### src/rtl/sort_cmd_arbiter_if.sv
// Requester-side command/response bundle for the sort engine arbiter.
// The master side issues commands; the slave side (arbiter) grants and responds.
interface sort_cmd_arbiter_if #(
  parameter int unsigned D_MSB = 7
) ();
  logic [1:0]     req_valid;
  logic [1:0]     req_op0;
  logic [1:0]     req_op1;
  logic [D_MSB:0] req_data0;
  logic [D_MSB:0] req_data1;
  logic [1:0]     req_ready;
  logic [1:0]     rsp_valid;
  logic [D_MSB:0] rsp_data;
  logic           rsp_err;

  modport master (
    output req_valid, req_op0, req_op1, req_data0, req_data1,
    input  req_ready, rsp_valid, rsp_data, rsp_err
  );

  modport slave (
    input  req_valid, req_op0, req_op1, req_data0, req_data1,
    output req_ready, rsp_valid, rsp_data, rsp_err
  );
endinterface

### src/rtl/sort_cmd_arbiter.sv
// Two-requester round-robin arbiter that turns one command at a time into a single
// toggle on the sort engine's command lines and returns a one-cycle response.
module sort_cmd_arbiter #(
  parameter int unsigned     D_MSB   = 7,
  parameter int unsigned     TO_MSB  = 15,
  parameter logic [TO_MSB:0] TIMEOUT = 16'hFFFF
) (
  input  logic               clk,
  input  logic               rst,
  input  logic               enable,
  sort_cmd_arbiter_if.slave  cmd,
  output logic               busy,
  output logic               owner,
  output logic               eng_push,
  output logic               eng_pop,
  output logic               eng_clear,
  output logic               eng_sort,
  output logic [D_MSB:0]     eng_data,
  input  logic               eng_idle,
  input  logic               eng_full,
  input  logic               eng_empty,
  input  logic [D_MSB:0]     eng_rdata
);

  localparam logic [1:0] OpPush  = 2'b00;
  localparam logic [1:0] OpPop   = 2'b01;
  localparam logic [1:0] OpClear = 2'b10;
  localparam logic [1:0] OpSort  = 2'b11;

  localparam logic [TO_MSB:0] CntOne = (TO_MSB + 1)'(1);
  localparam logic [TO_MSB:0] ToLast = TIMEOUT - CntOne;

  typedef enum logic [2:0] {
    StIdle,
    StIssue,
    StGuard,
    StWait,
    StResp
  } state_e;

  state_e          state_q;
  logic [1:0]      op_q;
  logic [D_MSB:0]  data_q;
  logic            owner_q;
  logic            lp_q;
  logic [TO_MSB:0] cnt_q;
  logic [1:0]      rsp_valid_q;
  logic [D_MSB:0]  rsp_data_q;
  logic            rsp_err_q;
  logic            push_q;
  logic            pop_q;
  logic            clear_q;
  logic            sort_q;

  logic            accept;
  logic            grant;
  logic [1:0]      req_ready;
  logic [1:0]      sel_op;
  logic [D_MSB:0]  sel_data;
  logic [1:0]      owner_vec;
  logic            reject;
  logic            wdog_hit;

  // Grant: lone valid bit wins, a tie goes to the requester that did not win last.
  always_comb begin
    accept    = 1'b0;
    grant     = 1'b0;
    req_ready = 2'b00;
    if (state_q == StIdle && enable && eng_idle && (|cmd.req_valid)) begin
      accept = 1'b1;
      unique case (cmd.req_valid)
        2'b01:   grant = 1'b0;
        2'b10:   grant = 1'b1;
        default: grant = ~lp_q;
      endcase
      req_ready = grant ? 2'b10 : 2'b01;
    end
  end

  always_comb begin
    sel_op    = grant ? cmd.req_op1 : cmd.req_op0;
    sel_data  = grant ? cmd.req_data1 : cmd.req_data0;
    owner_vec = owner_q ? 2'b10 : 2'b01;
    reject    = (op_q == OpPush && eng_full) || (op_q == OpPop && eng_empty);
    wdog_hit  = (TIMEOUT != '0) && (cnt_q == ToLast);
  end

  always_ff @(posedge clk) begin
    if (rst) begin
      state_q     <= StIdle;
      op_q        <= OpPush;
      data_q      <= '0;
      owner_q     <= 1'b0;
      lp_q        <= 1'b1;
      cnt_q       <= '0;
      rsp_valid_q <= 2'b00;
      rsp_data_q  <= '0;
      rsp_err_q   <= 1'b0;
      push_q      <= 1'b0;
      pop_q       <= 1'b0;
      clear_q     <= 1'b0;
      sort_q      <= 1'b0;
    end else begin
      // Response fields are only non-zero during the single RESP cycle.
      rsp_valid_q <= 2'b00;
      rsp_data_q  <= '0;
      rsp_err_q   <= 1'b0;
      unique case (state_q)
        StIdle: begin
          if (accept) begin
            op_q    <= sel_op;
            data_q  <= sel_data;
            owner_q <= grant;
            lp_q    <= grant;
            state_q <= StIssue;
          end
        end
        StIssue: begin
          if (!enable || reject) begin
            rsp_valid_q <= owner_vec;
            rsp_err_q   <= 1'b1;
            state_q     <= StResp;
          end else begin
            unique case (op_q)
              OpPush:  push_q  <= ~push_q;
              OpPop:   pop_q   <= ~pop_q;
              OpClear: clear_q <= ~clear_q;
              OpSort:  sort_q  <= ~sort_q;
              default: ;
            endcase
            state_q <= StGuard;
          end
        end
        StGuard: begin
          // eng_idle is still stale here; the engine is only now registering the toggle.
          cnt_q <= '0;
          if (!enable) begin
            rsp_valid_q <= owner_vec;
            rsp_err_q   <= 1'b1;
            state_q     <= StResp;
          end else begin
            state_q <= StWait;
          end
        end
        StWait: begin
          if (!enable) begin
            rsp_valid_q <= owner_vec;
            rsp_err_q   <= 1'b1;
            state_q     <= StResp;
          end else if (eng_idle) begin
            rsp_valid_q <= owner_vec;
            rsp_data_q  <= (op_q == OpPop) ? eng_rdata : '0;
            state_q     <= StResp;
          end else if (wdog_hit) begin
            rsp_valid_q <= owner_vec;
            rsp_err_q   <= 1'b1;
            state_q     <= StResp;
          end else begin
            cnt_q <= cnt_q + CntOne;
          end
        end
        StResp: begin
          state_q <= StIdle;
        end
        default: begin
          state_q <= StIdle;
        end
      endcase
    end
  end

  assign cmd.req_ready = req_ready;
  assign cmd.rsp_valid = rsp_valid_q;
  assign cmd.rsp_data  = rsp_data_q;
  assign cmd.rsp_err   = rsp_err_q;

  assign busy      = (state_q != StIdle);
  assign owner     = owner_q;
  assign eng_push  = push_q;
  assign eng_pop   = pop_q;
  assign eng_clear = clear_q;
  assign eng_sort  = sort_q;
  assign eng_data  = data_q;

endmodule

### src/flat_wrapper.sv
// flat-port wrapper written by rule: the top's interface ports become plain ports
module sort_cmd_arbiter_flat 
#(
  parameter int unsigned     D_MSB   = 7,
  parameter int unsigned     TO_MSB  = 15,
  parameter logic [TO_MSB:0] TIMEOUT = 16'hFFFF
)
  (clk, rst, enable, busy, owner, eng_push, eng_pop, eng_clear, eng_sort, eng_data, eng_idle, eng_full, eng_empty, eng_rdata, cmd_req_valid, cmd_req_op0, cmd_req_op1, cmd_req_data0, cmd_req_data1, cmd_req_ready, cmd_rsp_valid, cmd_rsp_data, cmd_rsp_err);
  sort_cmd_arbiter_if #(.D_MSB(D_MSB)) cmd_i ();
  input  logic clk;
  input  logic rst;
  input  logic enable;
  output logic busy;
  output logic owner;
  output logic eng_push;
  output logic eng_pop;
  output logic eng_clear;
  output logic eng_sort;
  output logic [D_MSB:0] eng_data;
  input  logic eng_idle;
  input  logic eng_full;
  input  logic eng_empty;
  input  logic [D_MSB:0] eng_rdata;
  input wire logic [$bits(cmd_i.req_valid)-1:0] cmd_req_valid;
  input wire logic [$bits(cmd_i.req_op0)-1:0] cmd_req_op0;
  input wire logic [$bits(cmd_i.req_op1)-1:0] cmd_req_op1;
  input wire logic [$bits(cmd_i.req_data0)-1:0] cmd_req_data0;
  input wire logic [$bits(cmd_i.req_data1)-1:0] cmd_req_data1;
  output wire logic [$bits(cmd_i.req_ready)-1:0] cmd_req_ready;
  output wire logic [$bits(cmd_i.rsp_valid)-1:0] cmd_rsp_valid;
  output wire logic [$bits(cmd_i.rsp_data)-1:0] cmd_rsp_data;
  output wire logic [$bits(cmd_i.rsp_err)-1:0] cmd_rsp_err;
  assign cmd_i.req_valid = cmd_req_valid;
  assign cmd_i.req_op0 = cmd_req_op0;
  assign cmd_i.req_op1 = cmd_req_op1;
  assign cmd_i.req_data0 = cmd_req_data0;
  assign cmd_i.req_data1 = cmd_req_data1;
  assign cmd_req_ready = cmd_i.req_ready;
  assign cmd_rsp_valid = cmd_i.rsp_valid;
  assign cmd_rsp_data = cmd_i.rsp_data;
  assign cmd_rsp_err = cmd_i.rsp_err;
  sort_cmd_arbiter #(.D_MSB(D_MSB), .TO_MSB(TO_MSB), .TIMEOUT(TIMEOUT)) u_core (.clk(clk), .rst(rst), .enable(enable), .cmd(cmd_i), .busy(busy), .owner(owner), .eng_push(eng_push), .eng_pop(eng_pop), .eng_clear(eng_clear), .eng_sort(eng_sort), .eng_data(eng_data), .eng_idle(eng_idle), .eng_full(eng_full), .eng_empty(eng_empty), .eng_rdata(eng_rdata));
endmodule
### config.mk
export PLATFORM = sky130hd
export DESIGN_NAME = sort_cmd_arbiter_flat
export DESIGN_NICKNAME = d
export VERILOG_FILES = /design/src/rtl/sort_cmd_arbiter_if.sv /design/src/rtl/sort_cmd_arbiter.sv /design/src/flat_wrapper.sv
export SDC_FILE = /design/constraint.sdc
export NUM_CORES = 1
export LEC_CHECK = 0
export CAP_MARGIN = 25
export CORE_UTILIZATION = 56
export CTS_CLUSTER_SIZE = 20
export DETAILED_ROUTE_END_ITERATION = 7
export DONT_BUFFER_PORTS = 1
export PLACE_DENSITY_LB_ADDON = 0.25
export SLEW_MARGIN = 40
export SYNTH_ARGS = -nofsm -noshare
export SYNTH_HDL_FRONTEND = slang
export SYNTH_SLANG_ARGS = --single-unit
### constraint.sdc
create_clock -name clk -period 1.7 [get_ports clk]
set_clock_uncertainty 0.1 [all_clocks]
set_input_delay 0.085 -clock clk [delete_from_list [all_inputs] [get_ports clk]]
set_output_delay 0.085 -clock clk [all_outputs]
set_load 0.03 [all_outputs]
==> results of run 1 <==
[power by group]
group	internal [W]	switching, W
combinational	0.000145	0.000161
sequential	0.00110	0.0000646
clock	0.000439	0.000395
total	0.00168	0.000621
[final timing paths]
path | endpoint | startpoint | slack, ns | depth (start not counted)
worst max-delay path | u_core.cnt_q[8] | u_core.state_q[0] | -0.23 | 6
worst min-delay path | u_core.op_q[1] | cmd_req_op0[1] | -0.009 | 2
worst max register to register | u_core.cnt_q[8] | u_core.state_q[0] | -0.23 | 6
worst min register to register | u_core.cnt_q[15] | u_core.cnt_q[15] | 0.44 | 2
[per-stage QoR]
step	cells	setup slack, ns	TNS (ns)	total power, W	hold WS (ns)
6_report	379	-0.227	-3.19	0.00230	-0.00949
5_1_grt	379	-0.279	-4.46	0.00236	-0.0207
4_1_cts	351	-0.0894	-0.640	0.00219	-0.271
3_5_place_dp	330	-0.103	-0.899	0.00137	0.0514
3_3_place_gp	330	-0.0783	-0.419	0.00136	0.0507
2_1_floorplan	251	-0.114	-0.253	0.00132	0.0986
[layer usage]
metal | GRT usage [%] | vias to the layer above
met5 | 0 | -
met4 | 12.5 | 0
met3 | 6.60 | 60
met2 | 49.9 | 201
met1 | 34.0 | 1190
li1 | - | 1089
[sequential cells by signal (all words and copies together) (netlist names)]
| register | count |
|---|---|
| u_core.eng_clear | 1 |
| u_core.eng_pop | 1 |
| u_core.eng_data | 8 |
| u_core.owner | 1 |
| u_core.cmd.rsp_err | 1 |
| u_core.cmd.rsp_data | 8 |
| u_core.eng_push | 1 |
| u_core.lp_q | 1 |
| u_core.op_q | 2 |
| u_core.state_q | 3 |
| u_core.cnt_q | 16 |
| u_core.eng_sort | 1 |
| u_core.cmd.rsp_valid | 2 |
[cell usage after synthesis (3+ instances only)]
cell type / count
or3_1: 5
nand2_1: 11
dfxtp_1: 46
nand3_1: 7
nand2b_1: 4
a21oi_1: 15
buf_4: 4
inv_1: 9
nor2_1: 24
o41ai_1: 4
mux2i_1: 12
and2_1: 10
a211oi_1: 10
xnor2_1: 3
nor3_1: 6
or4_1: 5
ha_1: 4
nor2b_1: 3
clkbuf_1: 8
o21ai_0: 8
nor4_1: 5
o31ai_1: 5
nand4_1: 4
[kinds of logic after synthesis]
family / after synthesis / synth area share [%]
AND/OR/NAND/NOR: 105 / 27.3
AO/OA/AOI/OAI: 58 / 18.4
flip-flops: 46 / 40.7
buffers and inverters: 23 / 4.87
multiplexers: 12 / 5.31
adder cells (fa/ha/maj): 4 / 2.21
XOR/XNOR: 3 / 1.16
[cell type report]
class | count | area share, %
clock inverters | 2 | 1.12
repair buffers | 86 | 23.2
flip-flops and latches | 46 | 28.2
inverters | 9 | 1.01
well taps | 48 | 1.79
clock buffers | 6 | 2.17
multi-input cells | 182 | 42.5
[critical path: cells and delay by family (launching register included)]
family                 cells  cell delay [ns]
AO/OA/AOI/OAI              2             0.20
buffers and inverters      2             0.39
flip-flops                 1             0.53
AND/OR/NAND/NOR            2             0.64
[timing repair]
action | CTS | global route
hold buffers | 10 | 19
setup endpoints to repair | 24 | 22
gates resized for setup | 24 | 29
pin swaps | 6 | 12
endpoints found under the hold margin | 33 | 23
setup buffers | 3 | 9
==> impl_results.md, run 1 <==
* # diodes at 0
* Vias per inst at 6.70
* Row Count at 22
* DRT iter0 DRCs at roughly 370
* Final Setup Violations at 26
* Clk buf depth at 2
* Die area at 4300 um^2
* Synthesized area per cell at 9.01 um^2
* Max Used Layer: met4
* Crit path max fanout at 12
* Pin count of the biggest net entering global routing at 27
* Worst setup margin at -0.227 ns
* Largest stage delay on the critical path at around 0.53 ns
* Initial Util at between 50% and 60%
* CP Cell Sequence: nand4_1 > nor4_1 > buf_4 > buf_4 > o31ai_1 > a21oi_1
* Worst VDD drop at between 0.5 and 0.6 mV
* Number of global-route vias before repair at ~2,000
* Setup repair after global routing missed its margin: yes
* Synth cell types at 52
* Final WL at 8.38 mm
* Highest clock rate at between 500 and 600 MHz
* Critical-path top delay cell: dfxtp_2
* Fillers at about 180
* Post-Route Utilization at 88.8%
* CTS Root Cell: clkbuf_8
* Slew headroom at 38.1%
* Status: finished with violations
* # nets final at between 300 and 400
* GPL Wtd Cong at 0.863
* Drt wl/cell at 22.1 um
* Hold slack at -0.00949 ns
* Sequential share of the synthesized area at between 40% and 50%
* Antenna-violating nets left at 0
* Top area cells in the synthesized netlist: dfxtp_1 41%, mux2i_1 5.3%, nor2_1 4.0%
* Wire length on met2 at 4.25 mm
* Met1 Wirelength at between 2 and 3 mm
* HPWL after DPL at around 4 mm
* Synthesized cell area at ~2300 um^2
* Mapped Nets at between 200 and 300
* Max Cap Viol at 0
* Actual slew at the worst max-slew pin at 0.926 ns
* Metal3 WL at 723 um
* Num ports at 63
* Most common cell after layout, fill and taps aside: buf_4
* Main synth FF type: dfxtp_1
* Antenna violations before repair at 0
* WP data required at 1.84 ns
* Most frequent CP cell: buf_4
* Leak at 1.26 nW
* Commonest non-fill, non-tap cells in the layout: 47 x buf_4, 34 x dfxtp_1, 29 x dlygate4sd3_1, 23 x nor2_1, 12 x mux2i_1
* DR pass1 iterations at 7
* Leading area contributor after synthesis: dfxtp_1
* Core box area at 3770 um^2
* Post-synth EDFFs at 0
* Cells after synthesis at roughly 250
* Multi-input logic area at 1420 um^2
* Violated checks: hold timing, setup timing
* Top-area cell type share of the netlist area at 40.7%
* Slew Limit Fails at 0
* Arr. time, crit path at 2.07 ns
* DRC at 0
* Die width at 65.5 um
* CTS Buf Count at 5
* Cell Area, Placed at about 2600 um^2
* Clk sinks at 46
* Final hold violation count at 1
* Layout area overhead at 48.1%
* Share of cells above drive strength 1 at 34.7%
* CTS tree: done
* Crit path kind: reg2reg
* Design area at between 3000 and 4000 um^2
* H-tree depth at 2
* Power per standard cell area at 688 nW/um^2
* Grt ovf at 0
* Register Area at around 940 um^2
* Min Tclk post-route at 1.93 ns
* Clock Latency Late Sink at about 0.31 ns
* Via count at 2,540
* IO Port Bufs at 0
* Hold crit path type: in2reg
* Crit share post-route at 113%
* FF+latch count, synth at 46
* First-pass GRT wire length at ~9.4 mm
* Async SR Flop Fraction at 0%
* Clk slew on worst S/H paths at 0.09 ns
* Yosys warnings at 0
* Startpoint Class: flip-flop
* Vert. Die Dim at 65.5 um
* GRT Total Usage at 28.9%
* Crit end category: flip-flop
Note: power is estimated with default switching activity, not from simulation.
==> inputs of run 2 (changes only) <==
--- a/config.mk
+++ b/config.mk
@@ -5,7 +5,8 @@
 export SDC_FILE = /design/constraint.sdc
 export NUM_CORES = 1
 export LEC_CHECK = 0
-export CAP_MARGIN = 25
+export CAP_MARGIN = 0
+export CORE_ASPECT_RATIO = 1.4
 export CORE_UTILIZATION = 56
 export CTS_CLUSTER_SIZE = 20
 export DETAILED_ROUTE_END_ITERATION = 7
@@ -15,3 +16,4 @@
 export SYNTH_ARGS = -nofsm -noshare
 export SYNTH_HDL_FRONTEND = slang
 export SYNTH_SLANG_ARGS = --single-unit
+export TNS_END_PERCENT = 100
==> run 2 against run 1 <==
Compared with the run above: the flow finishes with violations (setup timing); final area is 7.2% higher; sequential share of layout area is 2.0 points lower; cell count is 1.8% higher; total power is 11% higher; clock-buffer cell count is 1 lower; routed wire length is 30% higher; sequential power hardly changed; maximum frequency is 6.6% lower; critical path type unchanged.
==> impl_results.md, run 2 (same netlist as run 1, synthesis figures left out) <==
* Num ports at 63 (unchanged)
* Clk sinks at 46 (unchanged)
* Violated checks: setup timing
* Pint at 0.00186 W (+11%)
* HPWL after DPL at 4.06 mm (+3.7%)
* Antenna violations before repair at 1 (+1)
* Share of cells above drive strength 1 at 41.2% (+6.5 points)
* H-tree depth at 2 (unchanged)
* Layout area overhead at 58.8%
* Clk buf depth at 2 (unchanged)
* Largest register FFs at 16 (unchanged)
* DR pass1 iterations at 6 (-1)
* Drt wl/cell at 28.2 um (+28%)
* Gate power share at 14.5% (+1.2 points)
* First-pass GRT wire length at 13.1 mm (+39%)
* CTS Buf Count at 5 (unchanged)
* Largest Register: u_core.cnt_q
* Worst setup margin at -0.363 ns (-0.137 ns)
* Leak at 1.37 nW (+8.3%)
* DP Worst Slack at -0.222 ns (-0.119 ns)
* Crit path kind: reg2reg
* Vert. Die Dim at 77.2 um (+18%)
* Power per standard cell area at 711 nW/um^2 (+3.4%)
* Max Cap Viol at 0 (unchanged)
* DRC at 0 (unchanged)
* Clock Latency Late Sink at 0.31 ns (about the same)
* Psw at 0.000690 W (+11%)
* Post-Route Utilization at 92.4% (+3.6 points)
* WP data required at 1.82 ns (-0.02 ns)
* Slew Limit Fails at 0 (unchanged)
* Most common cell after layout, fill and taps aside: buf_4
* TNS Setup at -5.50 ns (-2.31 ns)
* Crit end category: flip-flop
* # nets final at 381 (+3.0%)
* Status: finished with violations
* CTS Root Cell: clkbuf_8
* Pin count of the biggest net entering global routing at 24 (-11%)
* Final WL at 10.9 mm (+30%)
* Commonest non-fill, non-tap cells in the layout: 47 x buf_4, 33 x dfxtp_1, 31 x dlygate4sd3_1, 23 x nor2_1, 15 x buf_6
* Flop pwr share at 45.8% (-4.7 points)
* CTS tree: done
* Hold crit path type: in2reg
* Row Count at 27 (+23%)
* Setup repair after global routing missed its margin: yes
* Grt ovf at 0 (unchanged)
* Slew headroom at 53.6% (+16 points)
* DRT iter0 DRCs at 360 (-3.7%)
* Startpoint Class: flip-flop
* Initial Util at 58.2% (-1.8 points)
* IO Port Bufs at 0 (unchanged)
* Final hold violation count at 0 (-1)
* Worst VDD drop at 1.07 mV (+89%)
* Die area at 4300 um^2 (about the same)
* Antenna-violating nets left at 0 (unchanged)
* Crit path max fanout at 6 (-6)
* Switching Fraction at 27.0% (+0.096 points)
* Crit share post-route at 121% (+8.0 points)
* GPL Wtd Cong at 0.881 (+2.1%)
* Number of global-route vias before repair at 2,647 (+29%)
* Actual slew at the worst max-slew pin at 0.694 ns (-0.231 ns)
* Vias per inst at 7.29 (+8.8%)
* Via count at 2,814 (+11%)
* Die width at 55.7 um (-15%)
* Min Tclk post-route at 2.06 ns (+0.137 ns)
* Final Setup Violations at 32 (+23%)
* Power share of the clock group at 39.7% (+3.5 points)
* Fillers at 125 (-31%)
* GRT Total Usage at 39.3% (+10 points)
* Arr. time, crit path at 2.19 ns (+0.12 ns)
* Highest clock rate at 485 MHz (-6.6%)
* Clk slew on worst S/H paths at 0.10 ns (about the same)
* Core box area at 3880 um^2 (+3.0%)
-- run 2: layout make-up --
class                      count  area [um^2]  share of cell area [%]
sequential                    46          940                    26.2
clock inverter                 3         68.8                    1.92
multi-input combinational    182         1530                    42.5
inverter                       9         33.8                   0.941
clock buffer                   5         68.8                    1.92
tap                           43         53.8                    1.50
antenna                        1         2.50                  0.0697
timing repair buffer          97          897                    25.0
-- run 2: power by group through the flow --
stage,Combinational [W],Sequential (W),Clock (W)
6_report,0.000370,0.00117,0.00101
4_1_cts,0.000289,0.00116,0.000983
2_1_floorplan,0.000143,0.00118,0
3_5_place_dp,0.000199,0.00119,0
3_3_place_gp,0.000193,0.00118,0
5_1_grt,0.000374,0.00117,0.00104
-- run 2: worst max-delay path, stage by stage (launching register included) --
cell	delay, ns
dfxtp_2	0.37
nand4_1	0.19
buf_4	0.20
buf_4	0.14
nor4_1	0.28
buf_4	0.23
buf_4	0.15
o21ai_0	0.11
a21oi_1	0.19
-- run 2: routing by layer --
| metal | vias up | wire length (um) | GRT usage (%) |
|---|---|---|---|
| li1 | 1104 | - | - |
| met1 | 1294 | 3740 | 39.6 |
| met2 | 292 | 5050 | 72.2 |
| met3 | 124 | 1030 | 8.43 |
| met4 | 0 | 1080 | 23.8 |
| met5 | - | 0 | 0 |
-- run 2: metrics by stage --
step | cells | area (um^2) | total power (W) | hold WS, ns
3_3_place_gp | 328 | 2650 | 0.00138 | 0.0533
3_5_place_dp | 328 | 2650 | 0.00138 | 0.0555
4_1_cts | 374 | 3290 | 0.00243 | 0.00351
2_1_floorplan | 251 | 2300 | 0.00132 | 0.0986
5_1_grt | 385 | 3590 | 0.00259 | -0.00647
6_report | 386 | 3590 | 0.00255 | 0.00125
-- run 2: final timing paths --
check,slack (ns),to,cells after the start,startpoint
max,-0.36,u_core.cnt_q[1],8,u_core.cnt_q[9]
min,0.001,u_core.eng_sort,3,enable
max reg2reg,-0.36,u_core.cnt_q[1],8,u_core.cnt_q[9]
min reg2reg,0.42,u_core.cnt_q[15],2,u_core.cnt_q[15]
-- run 2: repair_timing --
action / in CTS / in global routing
cloned: 0 / 0
endpoints found under the setup margin: 29 / 36
pin swaps: 17 / 20
hold buffers: 31 / 1
gates resized for setup: 34 / 48
hold endpoints to repair: 32 / 5
setup buffers: 8 / 12
